[config.mk]
export PLATFORM = sky130hd
export DESIGN_NAME = conv_seq_ctrl
export DESIGN_NICKNAME = d
export VERILOG_FILES = /design/src/rtl/conv_ctrl_pkg.sv /design/src/rtl/skew_delay_line.sv /design/src/rtl/conv_seq_ctrl.sv
export SDC_FILE = /design/constraint.sdc
export NUM_CORES = 1
export LEC_CHECK = 0
export CORE_MARGIN = 2
export CORE_UTILIZATION = 32
export DETAILED_ROUTE_END_ITERATION = 7
export SETUP_SLACK_MARGIN = 0.5
export SLEW_MARGIN = 40
export SYNTH_ARGS = -nofsm -noshare
export SYNTH_HDL_FRONTEND = slang
export SYNTH_SLANG_ARGS = --single-unit
[constraint.sdc]
create_clock -name clk -period 2.2 [get_ports clk]
set_clock_uncertainty 0.1 [all_clocks]
set_input_delay 0.44 -clock clk [delete_from_list [all_inputs] [get_ports clk]]
set_output_delay 0.44 -clock clk [all_outputs]
set_load 0.01 [all_outputs]
[src/rtl/conv_ctrl_pkg.sv]
// conv_ctrl_pkg
//   Shared types and width helpers for the conv_top sequencer.
//   - ctrl_state_t : sequencer FSM state encoding
//   - cnt_w        : index width for a counter spanning 0..n-1 (min 1 bit)
//   - sat_cnt_w    : width for a counter spanning 0..n inclusive
//   - npix         : output pixels per frame
package conv_ctrl_pkg;

  typedef enum logic [2:0] {
    IDLE,
    KLOAD,
    KWAIT,
    STREAM,
    DRAIN,
    DONE
  } ctrl_state_t;

  localparam int DEF_OF_WIDTH  = 128;
  localparam int DEF_OF_HEIGHT = 128;
  localparam int DEF_IF_PORT   = 27;
  localparam int DEF_K_NUM     = 3;
  localparam int DEF_K_LEN     = 27;
  localparam int DEF_RD_LAT    = 1;

  function automatic int cnt_w(input int n);
    return (n > 1) ? $clog2(n) : 1;
  endfunction

  function automatic int sat_cnt_w(input int n);
    return $clog2(n + 1);
  endfunction

  function automatic int npix(input int w, input int h);
    return w * h;
  endfunction

  localparam int DEF_NPIX = npix(DEF_OF_WIDTH, DEF_OF_HEIGHT);

endpackage

[src/rtl/skew_delay_line.sv]
// skew_delay_line
//   1-bit shift register; taps_o[i] is d_i delayed (FIRST_TAP + i) cycles.
//   DEPTH must equal FIRST_TAP + TAPS - 1 (the last tap is the oldest stage).
//   Ports:
//     clk, rst  : clock, async active-high reset
//     clr_i     : synchronous clear of every stage (wins over shifting)
//     d_i       : serial input
//     taps_o    : delayed copies of d_i
module skew_delay_line #(
  parameter int DEPTH     = 1,
  parameter int TAPS      = 1,
  parameter int FIRST_TAP = 1
) (
  input  logic            clk,
  input  logic            rst,
  input  logic            clr_i,
  input  logic            d_i,
  output logic [TAPS-1:0] taps_o
);

  // Stage k holds d_i delayed k cycles.
  logic [DEPTH:1] sr_q, sr_d;

  always_comb begin
    sr_d    = sr_q << 1;
    sr_d[1] = d_i;
    if (clr_i) sr_d = '0;
  end

  always_ff @(posedge clk or posedge rst) begin
    if (rst) sr_q <= '0;
    else     sr_q <= sr_d;
  end

  assign taps_o = sr_q[FIRST_TAP+TAPS-1 -: TAPS];

endmodule

[src/rtl/conv_seq_ctrl.sv]
// conv_seq_ctrl
//   Sequencer for the conv_top systolic MAC array: kernel prefetch, then a
//   raster scan of output pixels with one im2col fetch each, then waits for
//   the last lane to report every pixel before pulsing done.
//
//   state  | meaning
//   -------+-----------------------------------------------------------
//   IDLE   | waiting for start
//   KLOAD  | reading K_LEN weights, one address per cycle
//   KWAIT  | RD_LAT cycles so the last weight lands in the array
//   STREAM | one im2col request per cycle, raster order, no bubbles
//   DRAIN  | requests done; waiting for of_cnt to reach NPIX
//   DONE   | one-cycle done pulse, busy already low
//
//   Ports:
//     clk, rst          : clock, async active-high reset
//     start, abort      : host command pulse, synchronous abort
//     busy, done        : run in progress, completion pulse
//     k_rd_en/k_rd_addr : kernel SRAM read strobe and weight index
//     k_prefetch        : array prefetch enable aligned with weight data
//     k_valid_o         : array k_i_valid (all lanes equal)
//     if_rd_en/x/y      : im2col fetch request and output pixel coordinate
//     if_valid_o        : per-port skewed array if_i_valid
//     of_valid_i        : array of_o_valid
//     of_cnt            : completed pixels counted on the last lane
module conv_seq_ctrl
  import conv_ctrl_pkg::*;
#(
  parameter int OF_WIDTH  = DEF_OF_WIDTH,
  parameter int OF_HEIGHT = DEF_OF_HEIGHT,
  parameter int IF_PORT   = DEF_IF_PORT,
  parameter int K_NUM     = DEF_K_NUM,
  parameter int K_LEN     = DEF_K_LEN,
  parameter int RD_LAT    = DEF_RD_LAT
) (
  input  logic                                       clk,
  input  logic                                       rst,
  input  logic                                       start,
  input  logic                                       abort,
  output logic                                       busy,
  output logic                                       done,
  output logic                                       k_rd_en,
  output logic [cnt_w(K_LEN)-1:0]                    k_rd_addr,
  output logic                                       k_prefetch,
  output logic [K_NUM-1:0]                           k_valid_o,
  output logic                                       if_rd_en,
  output logic [cnt_w(OF_WIDTH)-1:0]                 if_rd_x,
  output logic [cnt_w(OF_HEIGHT)-1:0]                if_rd_y,
  output logic [IF_PORT-1:0]                         if_valid_o,
  input  logic [K_NUM-1:0]                           of_valid_i,
  output logic [sat_cnt_w(OF_WIDTH*OF_HEIGHT)-1:0]   of_cnt
);

  localparam int NPIX = npix(OF_WIDTH, OF_HEIGHT);
  localparam int AW   = cnt_w(K_LEN);
  localparam int XW   = cnt_w(OF_WIDTH);
  localparam int YW   = cnt_w(OF_HEIGHT);
  localparam int WW   = cnt_w(RD_LAT);
  localparam int CW   = sat_cnt_w(NPIX);

  ctrl_state_t   state_q, state_d;
  logic [AW-1:0] kaddr_q, kaddr_d;
  logic [WW-1:0] wait_q, wait_d;
  logic [XW-1:0] x_q, x_d;
  logic [YW-1:0] y_q, y_d;
  logic [CW-1:0] of_cnt_q, of_cnt_d;
  logic          abort_act;
  logic          k_pref;

  // Only the last lane is counted; the others finish no later.
  logic unused_lanes;
  assign unused_lanes = ^of_valid_i;

  assign abort_act = abort && (state_q != IDLE);

  always_comb begin
    state_d  = state_q;
    kaddr_d  = kaddr_q;
    wait_d   = wait_q;
    x_d      = x_q;
    y_d      = y_q;
    of_cnt_d = of_cnt_q;
    busy     = 1'b0;
    done     = 1'b0;
    k_rd_en  = 1'b0;
    if_rd_en = 1'b0;

    case (state_q)
      IDLE: begin
        if (start && !abort) state_d = KLOAD;
      end
      KLOAD: begin
        busy    = 1'b1;
        k_rd_en = 1'b1;
        if (kaddr_q == AW'(K_LEN - 1)) begin
          kaddr_d = '0;
          wait_d  = WW'(RD_LAT - 1);
          state_d = KWAIT;
        end else begin
          kaddr_d = kaddr_q + 1'b1;
        end
      end
      KWAIT: begin
        busy = 1'b1;
        // Down-counter loaded with RD_LAT-1: exit on terminal count zero.
        if (wait_q == '0) state_d = STREAM;
        else              wait_d  = wait_q - 1'b1;
      end
      STREAM: begin
        busy     = 1'b1;
        if_rd_en = 1'b1;
        if (x_q == XW'(OF_WIDTH - 1)) begin
          x_d = '0;
          if (y_q == YW'(OF_HEIGHT - 1)) begin
            y_d     = '0;
            state_d = DRAIN;
          end else begin
            y_d = y_q + 1'b1;
          end
        end else begin
          x_d = x_q + 1'b1;
        end
      end
      DRAIN: begin
        busy = 1'b1;
        if (of_cnt_q == CW'(NPIX)) state_d = DONE;
      end
      DONE: begin
        done    = 1'b1;
        state_d = IDLE;
      end
      default: state_d = IDLE;
    endcase

    if (abort_act) begin
      state_d = IDLE;
      kaddr_d = '0;
      wait_d  = '0;
      x_d     = '0;
      y_d     = '0;
    end

    if (state_q == IDLE && state_d == KLOAD)
      of_cnt_d = '0;
    else if (of_valid_i[K_NUM-1] && of_cnt_q != CW'(NPIX))
      of_cnt_d = of_cnt_q + 1'b1;
  end

  always_ff @(posedge clk or posedge rst) begin
    if (rst) begin
      state_q  <= IDLE;
      kaddr_q  <= '0;
      wait_q   <= '0;
      x_q      <= '0;
      y_q      <= '0;
      of_cnt_q <= '0;
    end else begin
      state_q  <= state_d;
      kaddr_q  <= kaddr_d;
      wait_q   <= wait_d;
      x_q      <= x_d;
      y_q      <= y_d;
      of_cnt_q <= of_cnt_d;
    end
  end

  skew_delay_line #(
    .DEPTH     (RD_LAT),
    .TAPS      (1),
    .FIRST_TAP (RD_LAT)
  ) u_k_dly (
    .clk    (clk),
    .rst    (rst),
    .clr_i  (abort_act),
    .d_i    (k_rd_en),
    .taps_o (k_pref)
  );

  // Keeps shifting through DRAIN so the skew tail empties on its own.
  skew_delay_line #(
    .DEPTH     (RD_LAT + IF_PORT - 1),
    .TAPS      (IF_PORT),
    .FIRST_TAP (RD_LAT)
  ) u_if_dly (
    .clk    (clk),
    .rst    (rst),
    .clr_i  (abort_act),
    .d_i    (if_rd_en),
    .taps_o (if_valid_o)
  );

  assign k_prefetch = k_pref;
  assign k_valid_o  = {K_NUM{k_pref}};
  assign k_rd_addr  = kaddr_q;
  assign if_rd_x    = x_q;
  assign if_rd_y    = y_q;
  assign of_cnt     = of_cnt_q;

endmodule

# --- Word level (Yosys, flattened, before mapping) ---
# Index checks and enable logic that the tools add are counted.
classes:
  n_addsub: 5
  n_eq_ne: 12
  mux: 30
  reduce_logical: 15
ops:
  columns: ["op", "count"]
  rows:
  - ["7-bit two-way mux", 7]
  - ["15-bit two-way mux", 2]
  - ["27-bit two-way mux", 1]
  - ["3-bit two-way mux", 7]
  - ["15-bit by 1-bit adder with 15-bit output (second input constant)", 1]
  - ["15-bit == test (second input constant)", 1]
  - ["5-bit two-way mux", 3]
  - ["15-bit != test (second input constant)", 1]
  - ["3-bit one-hot mux with 5 select lines", 1]
  - ["7-bit by 1-bit adder with 7-bit output (second input constant)", 2]
  - ["7-bit == test (second input constant)", 2]
  - ["1-bit two-way mux", 8]
  - ["2-bit nonzero test", 4]
  - ["3-bit by 1-bit == test with 1-bit output (second input constant)", 2]
  - ["3-bit by 2-bit == test with 1-bit output (second input constant)", 2]
  - ["3-bit == test (second input constant)", 2]
  - ["3-bit nonzero test", 2]
  - ["5-bit by 1-bit adder with 5-bit output (second input constant)", 1]
  - ["5-bit == test (second input constant)", 1]
  - ["1-bit logical AND", 4]
  - ["2-bit AND reduction", 2]
  - ["4-bit OR reduction", 1]
  - ["3-bit logical NOT", 1]
  - ["3-bit != test (second input constant)", 1]
  - ["other kinds (3)", 3]
word_totals:
  reg_bits: 66

# --- Logic depth before layout (Yosys ltp) ---
# Gate-level depths: netlist of the first run.
depth:
  word_depth: 8
  depth_mapped: 6
  mapped_depth_nobuf: 6

# --- Modules after synthesis ---
# A second synthesis of the first run with hierarchy kept.
unflattened:
  cells_unflattened: 314
  area_unflattened_um2: 3245.6
by_module_without_submodules:
  columns: ["module", "n_inst", "cells_each", "area_each_um2"]
  rows:
  - ["conv_seq_ctrl", 1, 254, 2314.7]
  - ["skew_delay_line (u_if_dly)", 1, 57, 888.4]
  - ["skew_delay_line (u_k_dly)", 1, 3, 42.5]

# --- Worst setup path after synthesis of the first run ---
# OpenSTA, ideal clock, no wires.
synth_timing:
  kind: "flip-flop to flip-flop"
  from: "reg x_q[0], in the netlist if_rd_x[0]"
  to: "reg y_q[6], in the netlist if_rd_y[6]"
  setup_time_ps: 80
  arrival_time_ps: 1904
  setup_slack_ps: 116
  path_stages_with_launch: 7
  path_buffers: 1
  path_cell_list: "dfrtp_1 ha_1 nand2_1 or3_4 buf_6 or4_1 a21oi_1"
synth_between:
  elab_chain_cells: 3
synth_rtl:
  columns: ["element", "line_no", "rtl"]
  rows:
  - ["from (decl)", "conv_seq_ctrl.sv:64", "logic [XW-1:0] x_q, x_d;"]
  - ["from (signal assigned)", "conv_seq_ctrl.sv:154", "x_q <= '0;"]
  - ["from (signal assigned)", "conv_seq_ctrl.sv:161", "x_q <= x_d;"]
  - ["7-bit == test", "conv_seq_ctrl.sv:112", "if (x_q == XW'(OF_WIDTH - 1)) begin"]
  - ["2-bit nonzero test (no source line)", null, null]
  - ["2-bit AND reduction (no source line)", null, null]
  - ["to (signal assigned)", "conv_seq_ctrl.sv:162", "y_q <= y_d;"]
  - ["to (decl)", "conv_seq_ctrl.sv:65", "logic [YW-1:0] y_q, y_d;"]
# Every way passes these cells.
# A chain may end at the register's enable or synchronous reset.

# --- Final worst setup path of the first run ---
layout_timing:
  from: "reg state_q[1]"
  to: "out k_rd_en"
layout_between:
  elab_chain_cells: 2
layout_rtl:
  columns: ["element", "line_no", "rtl"]
  rows:
  - ["from (decl)", "conv_seq_ctrl.sv:61", "ctrl_state_t state_q, state_d;"]
  - ["from (signal assigned)", "conv_seq_ctrl.sv:158", "state_q <= state_d;"]
  - ["3-bit by 1-bit == test with 1-bit output", "conv_seq_ctrl.sv:88", "case (state_q)"]
  - ["1-bit two-way mux", "conv_seq_ctrl.sv:88", null]
  - ["to (decl)", "conv_seq_ctrl.sv:42", "output logic k_rd_en,"]
# Every way passes these cells.

==> results of run 1 <==
==> final timing paths <==
kind / from / endpoint / slack, ns / cells after the start
worst max-delay path: state_q[1]$_DFF_PP0_ / k_rd_en / 0.34 / 3
worst min-delay path: u_if_dly.taps_o[21]$_DFF_PP0_ / u_if_dly.taps_o[22]$_DFF_PP0_ / 0.37 / 1
worst max register to register: if_rd_x[0]$_DFFE_PP0P_ / if_rd_y[5]$_DFFE_PP0P_ / 0.37 / 5
worst min register to register: u_if_dly.taps_o[21]$_DFF_PP0_ / u_if_dly.taps_o[22]$_DFF_PP0_ / 0.37 / 1
max in group asynchronous: rst / of_cnt[7]$_DFFE_PP0P_ / 1.24 / 3
min in group asynchronous: rst / u_if_dly.taps_o[8]$_DFF_PP0_ / 0.43 / 3
==> layout make-up <==
class,count,area (um^2),area share (%)
antenna,1,2.50,0.0505
clock inverter,7,95.1,1.92
timing repair buffer,154,1310,26.5
inverter,14,61.3,1.24
clock buffer,9,124,2.50
sequential,65,1640,33.2
multi-input combinational,199,1570,31.8
tap,111,139,2.80
==> kinds of logic (layout without fill, tap and decap cells) <==
group / Yosys count / count (layout)
buffers and inverters: 26 / 184
flip-flops: 65 / 65
adder cells (fa/ha/maj): 6 / 6
multiplexers: 1 / 1
other: 0 / 1
AO/OA/AOI/OAI: 39 / 39
XOR/XNOR: 15 / 15
AND/OR/NAND/NOR: 137 / 138
==> power by group through the flow <==
stage	registers [mW]	clock network, mW	logic, mW
floorplan	1.34	0	0.145
global placement	1.33	0	0.318
detailed placement	1.33	0	0.326
CTS	1.29	1.16	0.385
global route	1.31	1.21	0.555
finish	1.30	1.12	0.511
==> what timing repair did <==
item,in CTS,in global routing
buffers inserted,47,20
pin swaps,19,24
setup endpoints to repair,85,38
cloned,1,1
gates resized for setup,122,67
==> critical path, cell delays in order (launching register included) <==
cell     delay (ns)
dfrtp_2        0.44
or2b_4         0.30
nor2_4         0.12
buf_2          0.13
==> cells in the mapped netlist, drive strengths merged (2+ instances only) <==
master	n	share of area [%]
a211oi	2	0.51
a21oi	7	1.2
a31oi	4	0.84
and2	29	6.1
and3	2	0.42
and4	3	0.88
buf	5	1.3
clkbuf	7	0.88
dfrtp	65	55
ha	6	2.5
inv	14	1.8
nand2	23	2.9
nand2b	2	0.42
nand3	17	2.9
nand3b	2	0.93
nand4	7	1.5
nor2	24	3.0
nor3	4	0.67
nor4	6	1.3
o21ai	14	2.4
o31ai	5	1.3
or3	6	1.4
or4	4	1.1
or4b	2	0.67
xnor2	9	2.7
xor2	6	1.8
==> per-stage QoR <==
step	power (mW)	util [%]	cells	hold WS (ns)	setup slack [ns]
global route	3.07	54.4	560	0.397	0.290
global placement	1.65	43.2	474	0.363	0.130
CTS	2.84	50.0	538	0.378	0.287
finish	2.94	54.4	560	0.373	0.338
floorplan	1.48	-	289	0.424	0.315
detailed placement	1.65	43.2	474	0.362	0.0929
==> metal layers <==
layer  up-vias  global-route usage [%]  wire [um]
met3        16                    5.01        415
met4         0                    4.95        159
met5         -                       0          0
li1       1325                       -          -
met2        77                    27.7       4150
met1      1367                    21.8       3730
==> state kept, by name (all words and copies together) (netlist names) <==
name	cells
of_cnt	15
u_k_dly.taps_o	1
if_rd_y	7
u_if_dly.taps_o	27
state_q	3
k_rd_addr	5
if_rd_x	7
==> results_dict.tcl, run 1 <==
set metrics [dict create \
    power.switching_mw 0.798 \
    drt_iter0_markers 131 \
    yosys-mux-area-fraction_pct 0.337 \
    globalRouteOverflowTotal 0 \
    clockRootBuffer "clkbuf_8" \
    crit_fanout 5 \
    finalSetupTns_ns 0 \
    cp-end-kind "output pin" \
    synth_xor_area_share_pct 4.42 \
    hold_viol 0 \
    cp-start-kind "register" \
    p_per_area_nw_per_um2 593 \
    seq_power_share_pct 44.4 \
    layout_commonest_cell "buf_4" \
    final_cell_mix "68 x buf_4, 61 x dlygate4sd2_1, 51 x dfrtp_1" \
    postCtsHoldBufs 0 \
    drtAntennaViolNets 0 \
    postSynthCellCount 289 \
    worst_pin_slew_ns 0.367 \
    numCtsBuffers 9 \
    initial_core_util_pct 32.6 \
    avgSynthCellArea_um2 10.3 \
    p_leak_nw 2.53 \
    via_per_inst 4.97 \
    p_sw_share_pct 27.2 \
    num_vias 2785 \
    slew_viol_final 0 \
    period_minus_slack_ns 1.86 \
    clk_pin_slew_ns 0.07 \
    syn-num-nets 302 \
    drive_above_1_share_pct 38.8 \
    critPathKind "reg -> out" \
    min_path_type "reg -> reg" \
    cp.required_ns 1.66 \
    numClockSinks 65 \
    cp.arrival_ns 1.32 \
    netlist_area_um2 2970 \
    yosys.area_share.simple_pct 25.9 \
    core_area_um2 9110 \
    synth_edf_count 0 \
    yosys_register_bits 65 \
    pwr-share-clk_pct 38.2 \
    synth-compound-area-share_pct 8.13 \
    dieWidth_um 100 \
    ys_seq_area_share_pct 54.8 \
    grt_antenna_before_repair 1 \
    grt_pass1_vias 2739 \
    synth-main-ff-cell "dfrtp_1" \
    yosys.area_share.adder_pct 2.53 \
    rows 35 \
    drt-pass1-iter-count 5 \
    syn_to_final_growth_pct 66.7 \
    ys_async_sr_fraction_pct 100 \
    cts_tree "done" \
    yosysUniqueCellTypes 46 \
    slew_headroom_pct 75.6 \
    maxCapViolations 0 \
    fin_area_um2 4950 \
    synth_top_family_by_area "simple AND/OR/NAND/NOR gates" \
    routed_wire_length_per_instance_um 15.1 \
    rsz0062_at_grt "yes" \
    htree_levels 3 \
    clock_path_buffers 2 \
    clock_latency_ns 0.34 \
    io_buffers 73 \
    wl_um 8460 \
    drc_errors 0 \
    grt_pass1_wl_um 13600 \
    fp.dieH_um 100 \
    p_int_mw 2.14 \
    peakVddDrop_uv 421 \
    dp_hpwl_um 4760 \
    pin_count 76 \
    dieArea_um2 10100 \
    synth_warnings 0 \
    pwr-share-comb_pct 17.4 \
    max_clock_freq_ghz 0.537 \
    grt_usage_pct 16.9 \
    setup_violations 0 \
    gp_congestion 0.806 \
    place_area_um2 3940 \
    fill_cells 827 \
    grt_max_degree 66 \
    nets 456 \
    timing.final.crit_share_pct 84.6 \
    outcome "finished, final reports clean" \
]
Power figures use the tool's default switching activity.
==> run 2, diff against run 1 <==
==> constraint.sdc (replaced) <==
create_clock -name clk -period 1.5 [get_ports clk]
set_clock_uncertainty 0.1 [all_clocks]
set_input_delay 0.3 -clock clk [delete_from_list [all_inputs] [get_ports clk]]
set_output_delay 0.3 -clock clk [all_outputs]
set_load 0.01 [all_outputs]
==> run 2 against run 1 <==
Effect of this change: the flow now finishes with violations (negative setup slack); utilization grew 9.0 points; worst hold slack got worse by 0.093 ns; clock-buffer cell count rose by 1; setup slack got worse by 0.68 ns; total power increased by 50%; sequential power rose by 45%; register-to-register slack worse by 0.71 ns; die area is the same; routed wire length rose by 14%; global-route usage is 2.2 points higher; sequential cell count is the same; design area grew 16%; largest power group unchanged.
==> results_dict.tcl, run 2 (same netlist as run 1, synthesis figures left out) <==
set metrics [dict create \
    via_per_inst 4.88 \
    pin_count 76 \
    wl_met3_um 397 \
    dieWidth_um 100 \
    grt_pass1_vias 3167 \
    power.switching_mw 1.19 \
    dp_hpwl_um 5550 \
    p_per_area_nw_per_um2 764 \
    seq_power_share_pct 42.7 \
    grt_usage_pct 19.1 \
    timing.final.crit_share_pct 123 \
    slew_headroom_pct 77.8 \
    drc_errors 0 \
    gp_congestion 0.768 \
    violations "negative setup slack" \
    routed_wire_length_per_instance_um 15.2 \
    crit_fanout 8 \
    initial_core_util_pct 32.6 \
    io_buffers 73 \
    crit_chain "ha_2 > nand2_2 > or3_4 > or4b_1 > a31oi_1" \
    grt_pass1_wl_um 15200 \
    pwr-share-comb_pct 22.9 \
    critPathMaxStageDelay_ns 0.48 \
    max_clock_freq_ghz 0.544 \
    drive_above_1_share_pct 62.5 \
    outcome "finished with violations" \
    p_leak_nw 2.84 \
    p_int_mw 3.22 \
    drt-met1-wl_um 4050 \
    wl_um 9610 \
    rsz0062_at_grt "yes" \
    syn_to_final_growth_pct 94.2 \
    dieArea_um2 10100 \
    fp.dieH_um 100 \
    cp.required_ns 1.66 \
    critPathKind "reg -> reg" \
    layout_commonest_cell "buf_6" \
    cp-start-kind "register" \
    post-route-util_pct 63.3 \
    crit_family "simple AND/OR/NAND/NOR gates" \
    setup_slack_ns -0.338 \
    worst_pin_slew_ns 0.330 \
    num_vias 3080 \
    met2_length_um 5020 \
    hold_ws_ns 0.280 \
    hold_viol 0 \
    fin_cells 631 \
    cp-end-kind "register" \
    min_path_type "in -> async" \
    cts_tree "done" \
    clock_path_buffers 2 \
    drt_iter0_markers 73 \
    drtAntennaViolNets 0 \
    peakVddDrop_uv 770 \
    cp.arrival_ns 1.99 \
    maxCapViolations 0 \
    core_area_um2 9110 \
    numCtsBuffers 9 \
    setup_violations 69 \
    finalPower_mw 4.41 \
    numClockSinks 65 \
    largest_register_ffs 27 \
    clock_latency_ns 0.34 \
    nets 528 \
    p_sw_share_pct 27.0 \
    finalSetupTns_ns -8.91 \
    final_cell_mix "104 x buf_6, 85 x buf_4, 54 x dfrtp_1" \
    htree_levels 3 \
    grt_max_degree 38 \
    grt_antenna_before_repair 0 \
    rows 35 \
    critPathSlowestCell "or4b_1" \
    num_antenna_cells 0 \
    critPathBufInv 0 \
    clockRootBuffer "clkbuf_8" \
    clk_pin_slew_ns 0.08 \
    post-place-cells 532 \
    drt-pass1-iter-count 4 \
    slew_viol_final 0 \
    pwr-share-clk_pct 34.4 \
    period_minus_slack_ns 1.84 \
    globalRouteOverflowTotal 0 \
    top_layer_used "met4" \
]
[run 2: cell types whose count changed in the layout (fill, tap and decap cells not counted), sizes merged]
cell / before / now
inv: 13 / 14
clkdlybuf4s15: 2 / 0
clkdlybuf4s50: 2 / 4
or3: 7 / 6
buf: 85 / 223
bufinv: 2 / 1
clkbuf: 13 / 10
clkinv: 4 / 1
dlygate4sd2: 61 / 0
diode: 1 / 0
clkinvlp: 2 / 4
[run 2: routing by layer]
layer | GRT usage, % | vias to the layer above
met5 | 0 | -
met4 | 4.95 | 0
met1 | 23.3 | 1532
met3 | 4.74 | 15
li1 | - | 1461
met2 | 33.7 | 72
[run 2: worst paths after layout]
kind / start / endpoint / slack (ns) / depth (start not counted)
setup / recovery: if_rd_x[1]$_DFFE_PP0P_ / if_rd_y[5]$_DFFE_PP0P_ / -0.34 / 5
hold / removal: rst / u_k_dly.taps_o$_DFF_PP0_ / 0.28 / 3
setup reg to reg: if_rd_x[1]$_DFFE_PP0P_ / if_rd_y[5]$_DFFE_PP0P_ / -0.34 / 5
hold reg to reg: u_if_dly.taps_o[14]$_DFF_PP0_ / u_if_dly.taps_o[15]$_DFF_PP0_ / 0.39 / 1
max in group asynchronous: rst / if_rd_x[2]$_DFFE_PP0P_ / 0.81 / 3
min in group clk: u_if_dly.taps_o[14]$_DFF_PP0_ / u_if_dly.taps_o[15]$_DFF_PP0_ / 0.39 / 1
[run 2: repair_timing]
item	in CTS	in global routing
buffers inserted	59	20
pin swaps	29	21
setup endpoints to repair	134	134
hold buffers	0	0
cloned	4	0
gates resized for setup	411	44
[run 2: cell type report]
| class | count | area, um^2 |
|---|---|---|
| Clock buffer | 10 | 138 |
| Clock inverter | 6 | 66.3 |
| Fill cell | 749 | 3340 |
| Inverter | 14 | 61.3 |
| Multi-Input combinational cell | 198 | 1610 |
| Sequential cell | 65 | 1640 |
| Tap cell | 111 | 139 |
| Timing Repair Buffer | 227 | 2110 |
[run 2: through the flow]
step | cell area, um^2 | setup slack [ns]
floorplan | 3160 | -0.383
global placement | 4480 | -0.410
detailed placement | 4490 | -0.422
CTS | 5440 | -0.317
global route | 5770 | -0.416
finish | 5770 | -0.338
[run 2: worst min-delay path, cell delays in order]
cell,delay (ns)
clkdlybuf4s50_1,0.44
clkinvlp_4,0.13
buf_12,0.20
[run 2: power groups by stage]
| stage | clock network (mW) | registers [mW] | logic [mW] |
|---|---|---|---|
| finish | 1.52 | 1.88 | 1.01 |
| global route | 1.63 | 1.89 | 1.08 |
| CTS | 1.55 | 1.88 | 0.959 |
| detailed placement | 0 | 1.93 | 0.677 |
| global placement | 0 | 1.93 | 0.666 |
| floorplan | 0 | 1.98 | 0.246 |
==> run 3, diff against run 2 <==
--- a/config.mk
+++ b/config.mk
@@ -5,6 +5,7 @@
 export SDC_FILE = /design/constraint.sdc
 export NUM_CORES = 1
 export LEC_CHECK = 0
+export ABC_CLOCK_PERIOD_IN_PS = 1500
 export CORE_MARGIN = 2
 export CORE_UTILIZATION = 32
 export DETAILED_ROUTE_END_ITERATION = 7
==> results of run 3 <==
Final layout, timing and power as in run 2 (identical DEF).
==> variant 1 (settings of run 2) <==
Change the package constant `DEF_K_LEN` from 27 to 54.
--- a/src/rtl/conv_ctrl_pkg.sv
+++ b/src/rtl/conv_ctrl_pkg.sv
@@ -20,5 +20,5 @@
   localparam int DEF_IF_PORT   = 27;
   localparam int DEF_K_NUM     = 3;
-  localparam int DEF_K_LEN     = 27;
+  localparam int DEF_K_LEN     = 54;
   localparam int DEF_RD_LAT    = 1;
 
Ports: changed (resized k_rd_addr); port bits go from 76 to 77. No check against the original RTL was run, so the function may have changed too.
==> variant 1 against run 2 <==
- the flow still finishes with violations (setup timing)
- power is 1.9% higher
- cell area up 4.0%
- non-clock buffer count fell by 8
- area after synthesis up 1.7%
- sequential cell count grew 1
- synthesized cell count shrank 0.69%
- routed wire length is 1.6% lower
- setup slack gained 0.13 ns
- critical path type is now flip-flop to output pin
- largest power group unchanged
==> variant 1: results (changes against run 2) <==
Cells after Synth=287 (was 289); met1 usage=23.58% (was 23.28%); reg2reg end=if_rd_y[0]$_DFFE_PP0P_ (was if_rd_y[5]$_DFFE_PP0P_); met2 usage=29.14% (was 33.71%); slowest cell on the critical path=dfrtp_2 (was or4b_1); synth cell count leaders=dfrtp_1, and2_1, nor2_1, nand2_1, nand3_1 (unchanged); adder-cell area share of the yosys netlist=2.484% (was 2.527%); Global Route Usage Sum=17.88% (was 19.10%); Post-CTS Setup Bufs=51 (was 59); GP Congestion=0.8363 (was 0.7676); Setup crit end=done (was if_rd_y[5]$_DFFE_PP0P_); critical path launch point=state_q[1]$_DFF_PP0_ (was if_rd_x[1]$_DFFE_PP0P_); Area contributors post-synth=dfrtp_1, and2_1, nor2_1 (unchanged); worst hold slack=0.2601 ns (was 0.2801 ns); dpl hpwl=5.447 mm (was 5.546 mm); R2R setup slack=-0.17 ns (was -0.34 ns); final net count=520 (was 528); DR WL/cell=15.18 µm (was 15.23 µm); Critical Path Fanout Max=3 (was 8); r2r worst-path depth=5 (unchanged); Post-Synth XOR/XNOR Area=4.638% (was 4.423%); fillcell total=697 (was 749); Final setup viols=62 (was 69); post-CTS sizing=426 (was 411); DRT met1 WL=4.194 mm (was 4.052 mm); largest net degree at the start of global routing=35 (was 38); Yosys warnings=0 (unchanged); Finished Core Util=65.24% (was 63.34%); HP Class=input pin to async pin (unchanged); met3 routed WL=385 µm (was 397 µm); Static Leak=2.950 nW (was 2.836 nW); Synth Net Count=300 (was 302); WL final=9.456 mm (was 9.613 mm); uppermost routed layer=met4 (unchanged); sw frac=28.18% (was 27.04%); Placed Instance Area=4582 µm² (was 4488 µm²); status=complete, but fails checks (unchanged); post-synthesis sequential area ratio=54.66% (was 54.76%); GRT met3 Usage=2.899% (was 4.735%); Crit path max-delay family=flip-flops (was simple AND/OR/NAND/NOR gates); Buffers on Ports=74 (was 73); mux contribution to synthesized area=0.3313% (was 0.3370%); Synth cell types=50 (was 46); setup ws final=-0.2062 ns (was -0.3375 ns); DRT iter0 DRCs=75 (was 73); fraction of the mapped netlist area in compound gates=9.400% (was 8.130%); Worst VDD drop=0.8648 mV (was 0.7701 mV); failing checks=setup timing (unchanged); CP peak stage delay=0.45 ns (was 0.48 ns); first-pass GRT wire length=14.26 mm (was 15.19 mm); via count=3019 (was 3080); fraction of layout cells with a size suffix above 1=69.92% (was 62.50%); routed wl met2=4.648 mm (was 5.020 mm); vias in the first global route=3035 (was 3167); Largest register FFs=27 (unchanged); worst slew pin tran=0.2910 ns (was 0.3298 ns)
-- variant 1: power groups by stage --
| stage | Clock [mW] | Combinational [mW] | Sequential (mW) |
|---|---|---|---|
| after floorplan | 0 | 0.255 | 1.99 |
| after global placement | 0 | 0.666 | 1.94 |
| after detailed placement | 0 | 0.679 | 1.94 |
| after CTS | 1.59 | 0.969 | 1.89 |
| after global routing | 1.65 | 1.14 | 1.90 |
| final | 1.55 | 1.05 | 1.90 |
-- variant 1: final cells by class --
class,instances,share of cell area [%]
Tap cell,111,2.315
Sequential cell,66,27.92
Inverter,8,0.6465
Multi-Input combinational cell,203,31.05
Timing Repair Buffer,219,34.72
Clock inverter,7,1.272
Clock buffer,9,2.065
-- variant 1: through the flow --
stage	worst slack, ns	TNS [ns]
2_1_floorplan	-0.1280	-1.012
3_3_place_gp	-0.3542	-16.57
3_5_place_dp	-0.3990	-17.29
4_1_cts	-0.2166	-4.295
5_1_grt	-0.2423	-9.209
6_report	-0.2062	-6.201
==> variant 2 (config.mk and constraints of run 2) <==
Made on the original files. Make the reset (`rst`) synchronous in 2 clocked blocks. Comments in the files are not updated.
--- a/src/rtl/skew_delay_line.sv
+++ b/src/rtl/skew_delay_line.sv
@@ -28,5 +28,5 @@
   end
 
-  always_ff @(posedge clk or posedge rst) begin
+  always_ff @(posedge clk) begin
     if (rst) sr_q <= '0;
     else     sr_q <= sr_d;
--- a/src/rtl/conv_seq_ctrl.sv
+++ b/src/rtl/conv_seq_ctrl.sv
@@ -147,5 +147,5 @@
   end
 
-  always_ff @(posedge clk or posedge rst) begin
+  always_ff @(posedge clk) begin
     if (rst) begin
       state_q  <= IDLE;
Check against the original RTL: differs if rst is asserted again (counterexample within 4 cycles, from zero or initial values and one cycle with rst high); with rst held inactive, the same outputs for 10 cycles.
==> variant 2 against run 2 <==
- the run still ends with setup timing left
- sequential cell count unchanged
- critical endpoint is now of_cnt[0]$_SDFFE_PP0P_
- hold slack improved by 0.089 ns
- routed wire length down 10%
- die area down 11%
- critical path depth up 1
- critical path type unchanged
- final cell count decreased by 8.2%
- area after synthesis shrank 11%
- setup slack better by 0.094 ns
- synthesized cell count shrank 0.69%
- fmax is 5.4% higher
- cell area fell by 5.8%
Power is not compared: it rests on default switching activity, and its combinational part moved more than twofold at a synthesized area within 25%.
==> variant 2: results (changes against run 2) <==
Clock buf/inv share=3.269% (was 3.535%); largest net degree at the start of global routing=13 (was 38); Post-Synth XOR/XNOR Area=6.645% (was 4.423%); vias in the first global route=2681 (was 3167); routed wl met2=4.549 mm (was 5.020 mm); Non-clock buffers, area share=36.14% (was 36.65%); reg-to-reg critical path startpoint=of_cnt[0]$_SDFFE_PP0P_ (was if_rd_x[1]$_DFFE_PP0P_); dpl hpwl=4.946 mm (was 5.546 mm); HP Class=flip-flop to flip-flop (was input pin to async pin); Placed Instances=503 (was 532); r2r worst-path depth=6 (was 5); DRT met1 WL=3.599 mm (was 4.052 mm); layout inverter count without the clock tree=8 (was 14); Critical Path Fanout Max=3 (was 8); worst slew pin tran=0.3967 ns (was 0.3298 ns); Cells after Synth=287 (was 289); post-CTS sizing=453 (was 411); Final setup viols=68 (was 69); CP peak stage delay=0.50 ns (was 0.48 ns); GP Congestion=0.8248 (was 0.7676); WL final=8.654 mm (was 9.613 mm); failing checks=setup timing (unchanged); slowest cell on the critical path=or4b_4 (was or4b_1); fraction of layout cells with a size suffix above 1=73.00% (was 62.50%); fillcell total=620 (was 749); GRT met3 Usage=4.789% (was 4.735%); adder-cell area share of the yosys netlist=2.848% (was 2.527%); final net count=482 (was 528); FF+latch area=1436 µm² (was 1640 µm²); status=complete, but fails checks (unchanged); Area contributors post-synth=dfxtp_1, and2_1, xnor2_1 (was dfrtp_1, and2_1, nor2_1); setup ws final=-0.2431 ns (was -0.3375 ns); WP data arrival=1.88 ns (was 1.99 ns); Non-clock buffers=188 (was 227); Vias/cell=4.732 (was 4.881); Top FF cell, synth=dfxtp_1 (was dfrtp_1); DR WL/cell=14.95 µm (was 15.23 µm); met1 usage=22.21% (was 23.28%); Synth Net Count=300 (was 302); Synth cell types=43 (was 46); met2 usage=29.96% (was 33.71%)
variant 2: cell count changes in the layout (fill, tap and decap cells not counted), sizes merged, moves of 6 or more:
| cell | before | now |
|---|---|---|
| dfrtp | 65 | 0 |
| o21ai | 14 | 8 |
| nor2 | 24 | 31 |
| buf | 223 | 184 |
| dfxtp | 0 | 65 |
variant 2: how the worst max path moves through the flow:
stage,slack [ns],to,from
after CTS,-0.23,of_cnt[0]$_SDFFE_PP0P_,of_cnt[1]$_SDFFE_PP0P_
final,-0.24,of_cnt[0]$_SDFFE_PP0P_,of_cnt[0]$_SDFFE_PP0P_
after floorplan,-0.25,state_q[0]$_SDFF_PP0_,of_cnt[0]$_SDFFE_PP0P_
after global routing,-0.34,of_cnt[1]$_SDFFE_PP0P_,of_cnt[0]$_SDFFE_PP0P_
after detailed placement,-0.38,of_cnt[2]$_SDFFE_PP0P_,start
after global placement,-0.37,of_cnt[2]$_SDFFE_PP0P_,abort
variant 2: through the flow:
stage          total power, mW  utilization (%)  setup slack (ns)  TNS [ns]  instance area (µm²)
4_1_cts                  3.475            62.20           -0.2332    -7.738                 5034
2_1_floorplan            1.919                -           -0.2534   -0.8621                 2995
5_1_grt                  3.641            67.16           -0.3395    -11.87                 5435
3_3_place_gp             2.017            50.59           -0.3705    -9.113                 4094
3_5_place_dp             2.019            50.59           -0.3770    -9.928                 4094
6_report                 3.486            67.16           -0.2431    -8.325                 5435
variant 2: critical path: cells and delay by family, from the launching register on:
kind / cells / cell delay (ns)
compound gates: 1 / 0.30
xor+xnor: 1 / 0.16
fa+ha+maj: 1 / 0.14
buf+inv: 1 / 0.06
simple gates: 2 / 0.55
flops: 1 / 0.33
